===== config.mk =====
export PLATFORM = sky130hd
export DESIGN_NAME = mux8x1_rr_arbiter
export DESIGN_NICKNAME = d
export VERILOG_FILES = /design/src/rtl/mux8x1_rr_arbiter_pkg.sv /design/src/rtl/mux8x1_rr_arbiter_rr_pick8.sv /design/src/rtl/mux8x1_rr_arbiter.sv
export SDC_FILE = /design/constraint.sdc
export NUM_CORES = 1
export LEC_CHECK = 0
export CORE_AREA = 2 2 121 123
export CTS_CLUSTER_SIZE = 25
export DETAILED_ROUTE_END_ITERATION = 10
export DIE_AREA = 0 0 123 125
export HOLD_SLACK_MARGIN = 0.15
export PLACE_DENSITY = 0.85
export SLEW_MARGIN = 10
export SYNTH_ARGS = -nofsm -noshare
export SYNTH_HDL_FRONTEND = slang
export SYNTH_HIERARCHICAL = 1
export SYNTH_SLANG_ARGS = --single-unit

===== constraint.sdc =====
create_clock -name clk -period 5.6 [get_ports clk]
set_input_delay 0.56 -clock clk [delete_from_list [all_inputs] [get_ports clk]]
set_output_delay 0.56 -clock clk [all_outputs]
set_load 0.02 [all_outputs]

===== src/rtl/mux8x1_rr_arbiter_pkg.sv =====
// Shared constants and types for the 8-to-1 round-robin collector.
// The same 3-bit index type is used for the pointer, the grant and the output tag.
package mux8x1_rr_arbiter_pkg;

   localparam int DATA_W  = 32;
   localparam int SRC_CNT = 8;
   localparam int SEL_W   = 3;

   typedef logic [SEL_W-1:0] src_idx_t;

   function automatic logic [SRC_CNT-1:0] idx_onehot(input src_idx_t idx);
      return SRC_CNT'(1) << idx;
   endfunction

endpackage


===== src/rtl/mux8x1_rr_arbiter_rr_pick8.sv =====
// Combinational round-robin picker: the first valid source at or after ptr, wrapping mod 8.
// The request vector is rotated so that ptr sits at bit 0, then priority-encoded and un-rotated.
module rr_pick8
   import mux8x1_rr_arbiter_pkg::*;
(
   input  logic [SRC_CNT-1:0] v,
   input  src_idx_t           ptr,
   output src_idx_t           g,
   output logic               any_v
);

   logic [SRC_CNT-1:0] rot;
   src_idx_t           off;

   always_comb begin
      rot = '0;
      off = '0;
      for (int i = 0; i < SRC_CNT; i++) begin
         rot[i] = v[src_idx_t'(ptr + SEL_W'(i))];
      end
      // Scanning downward leaves the lowest set offset as the winner.
      for (int i = SRC_CNT - 1; i >= 0; i--) begin
         if (rot[i]) off = SEL_W'(i);
      end
   end

   assign g     = src_idx_t'(ptr + off);
   assign any_v = |v;

endmodule


===== src/rtl/mux8x1_rr_arbiter.sv =====
// Eight valid/ready sources gathered onto one registered output stage,
// with the winning source index tagged alongside the word.
module mux8x1_rr_arbiter
   import mux8x1_rr_arbiter_pkg::*;
#(
   parameter int N = DATA_W
) (
   input  logic               clk,
   input  logic               rst_n,
   input  logic [N-1:0]       I0,
   input  logic [N-1:0]       I1,
   input  logic [N-1:0]       I2,
   input  logic [N-1:0]       I3,
   input  logic [N-1:0]       I4,
   input  logic [N-1:0]       I5,
   input  logic [N-1:0]       I6,
   input  logic [N-1:0]       I7,
   input  logic [SRC_CNT-1:0] V,
   output logic [SRC_CNT-1:0] R,
   output logic [N-1:0]       Y,
   output src_idx_t           S,
   output logic               YV,
   input  logic               YR
);

   // Handshake: a word moves whenever valid and ready are both 1 on a rising edge.
   // Sources hold V[k]/Ik until R[k] takes them; V must never depend on R.
   // Downstream sees Y/S/YV registered and drains with YR.

   src_idx_t   ptr;
   src_idx_t   g;
   logic       any_v;
   logic       load_en;
   logic       yv_q;
   logic [N-1:0] src [SRC_CNT];

   assign src[0] = I0;
   assign src[1] = I1;
   assign src[2] = I2;
   assign src[3] = I3;
   assign src[4] = I4;
   assign src[5] = I5;
   assign src[6] = I6;
   assign src[7] = I7;

   rr_pick8 u_pick (
      .v     (V),
      .ptr   (ptr),
      .g     (g),
      .any_v (any_v)
   );

   // The output slot can take a word when empty or when it is being drained this cycle.
   assign load_en = !yv_q || YR;
   assign R       = (rst_n && load_en && any_v) ? idx_onehot(g) : '0;
   assign YV      = yv_q;

   always_ff @(posedge clk or negedge rst_n) begin
      if (!rst_n) begin
         Y    <= '0;
         S    <= '0;
         yv_q <= 1'b0;
         ptr  <= '0;
      end else if (load_en) begin
         if (any_v) begin
            Y    <= src[g];
            S    <= g;
            yv_q <= 1'b1;
            ptr  <= src_idx_t'(g + 3'd1);
         end else begin
            yv_q <= 1'b0;
         end
      end
   end

endmodule


==> flow_metrics.tcl <==
set metrics [dict create \
    grt.total_usage_pct 23.3 \
    grt_max_degree 68 \
    insertedDiodeCount 0 \
    grt_pass1_vias 4959 \
    cts_tree "done" \
    critPathLaunchType "input pin" \
    slew_headroom_pct 22.3 \
    gp_congestion 0.833 \
    drive_gt1_share_pct 13.7 \
    clock.fmax_mhz 193 \
    clk-insertion-delay-late_ns 0.29 \
    worstPathArrival_ns 4.63 \
    path_cells "clkdlybuf4s50_1 > mux4_2 > o221ai_1 > nor2b_1 > o211ai_1 > a21oi_1 > ha_1 > inv_1 > fa_1 > xnor2_1 > xnor2_1 > inv_1 > ha_1 > and3_1 > clkdlybuf4s50_1" \
    r2r_cells 16 \
    fin_crit_ns 5.19 \
    die_area_sq_mm 0.0154 \
    area_delta_synth_final_pct 74.4 \
    num_vias 4893 \
    max_stage_delay_ns 0.53 \
    clock-skew-final_ns 0.00219 \
    worstMarginPinSlew_ns 1.16 \
    drc 0 \
    clk_pin_slew_ns 0.06 \
    post_cts_buffers 0 \
    h-tree-depth 2 \
    setup_viol 0 \
    ys_seq_area_share_pct 21.6 \
    period_share_pct 92.7 \
    worstSetupPathType "in -> out" \
    finalWirelength_mm 18.3 \
    cp-startpoint "V[5]" \
    start_util_pct 31.8 \
    yosysUniqueCellTypes 39 \
    viasPerCell 5.32 \
    core_area_sq_mm 0.0142 \
    crit_end "R[3]" \
    firstDrtPassIters 4 \
    syn_inst 448 \
    wl_per_cell_um 19.9 \
    die_y_um 125 \
    cp.required_ns 5.04 \
    worstReg2RegStart "ptr[0]" \
    end_kind "output port" \
    rsz0062_at_grt "false" \
    avgSynthCellArea_sq_um 10.1 \
    min_path_type "in -> async" \
    tns_ns 0 \
    clockBufferDepth 2 \
    synth_area_leaders "dfrtp_1, mux2i_1, mux2_1, o31ai_2, mux2_2" \
    io_pins 311 \
    synth_warnings 6 \
    final_nets 1012 \
    rr_endpoint "Y[14]" \
    cts_root_buf "clkbuf_16" \
    ant_nets 0 \
    synth_seq_cells 39 \
    synth_top_cell_by_area "dfrtp_1" \
    grt_pass1_wl_mm 27.5 \
    antenna_found_initial 0 \
    yosys.area.top_type_share_pct 21.6 \
    final_max_slew_viol_count 0 \
    place.port_buffers 310 \
    die_width_um 123 \
    status "completed" \
    row_count 44 \
    syn_area_sq_mm 0.00452 \
    cp_slowest_cell "mux4_2" \
    fillers 1252 \
    drtIter0Drc 214 \
    cts_made_buffers 5 \
    timing_hold_violations_final 0 \
    overflow 0 \
    hpwl_mm 14.2 \
    reg2reg_slack_ns 0.86 \
    critical_path_peak_fanout 5 \
    synth_nets 725 \
    drv_cap 0 \
    cts.sinks 39 \
]
layer usage:
metal,vias up,share of wire [%],wire length (um),global-route usage (%)
li1,2319,-,-,-
met1,2325,40,7390,28.9
met2,216,51,9300,40.9
met3,33,6.1,1120,3.92
met4,0,2.6,476,6.95
met5,-,0,0,0
flip-flops by register name (all words and copies together) (netlist names):
name  count
YV        1
ptr       3
S         3
Y        32
cell usage after synthesis, drive strengths merged:
cell,n
mux2i,73
mux2,71
o21ai,45
dfrtp,39
a22o,32
o22ai,32
o31ai,32
buf,28
clkbuf,16
inv,11
ha,9
nand2,7
nor3,7
mux4,6
nor2b,5
a21oi,4
nand2b,4
nor2,4
nand3,3
nor3b,3
o221ai,3
xnor2,3
xor2,3
and3,2
nor4,2
o211ai,2
fa,1
o2111ai,1
worst min path at each step:
stage                from    end  depth (start not counted)
global route        rst_n  Y[27]                          1
finish              rst_n  Y[27]                          1
global placement    Y[14]  Y[14]                          2
floorplan           rst_n   S[0]                          0
CTS                 rst_n  Y[27]                          1
detailed placement  Y[13]  Y[13]                          2
repair_timing:
action | CTS | global route
hold buffers | 0 | 0
endpoints found under the setup margin | 0 | 3
gates resized for setup | 0 | 1
cells in the final DEF, fill, tap and decap left out, types with 2 or more instances in the layout:
master             n
clkdlybuf4s50_1  309
mux2i_1           73
o21ai_0           40
dfrtp_1           39
mux2_1            38
o22ai_1           32
a22o_1            32
o31ai_2           30
mux2_2            29
buf_4             13
inv_1              9
ha_1               8
nor3_1             6
nand2_1            6
mux4_2             6
o21ai_1            5
clkbuf_16          5
nand2b_1           4
mux2_4             4
a21oi_1            4
nand3_1            3
nor2b_2            3
nor2_1             3
xor2_1             3
xnor2_1            3
o221ai_1           3
nor3b_1            3
and3_1             2
nor2b_1            2
o31ai_1            2
clkbuf_8           2
o211ai_1           2
nor4_1             2
metrics by stage:
stage | setup slack, ns | hold WS (ns) | std cells | util [%] | cell area (sq um)
final | 0.407 | 0.213 | 920 | 55.5 | 7880
after global routing | 0.0965 | 0.231 | 920 | 55.5 | 7880
after CTS | 0.323 | 0.220 | 920 | 55.5 | 7880
after detailed placement | 0.430 | 0.509 | 912 | 54.4 | 7720
after global placement | 0.501 | 0.493 | 912 | 54.4 | 7720
after floorplan | 1.15 | 0.264 | 448 | - | 4520
cell type report:
type                            instances  area (sq um)  share of cell area, %
Inverter                               11          46.3                  0.587
Clock buffer                            8           156                   1.98
Tap cell                              184           230                   2.92
Sequential cell                        39           976                   12.4
Multi-Input combinational cell        354          3260                   41.3
Timing Repair Buffer                  324          3220                   40.8
logic make-up after synthesis:
family                     share of synthesized area (%)
AOI/OAI and AO/OA                                   25.9
muxes                                               37.2
buffers and inverters                               6.70
DFF                                                 21.6
and+or+nand+nor                                     4.48
adders and majority gates                           2.93
xor gates and xnor gates                            1.16
worst max-delay path, delay by kind of cell:
family                   cells  cell delay, ns
AO/OA/AOI/OAI                3            0.60
XOR/XNOR                     2            0.53
adder cells (fa/ha/maj)      3            0.79
buffers and inverters        4            1.27
multiplexers                 1            0.53
AND/OR/NAND/NOR              2            0.35
Power is left out: the tool's default activity adds up to more than one toggle a clock period on the data nets, which glitch-free logic cannot reach.
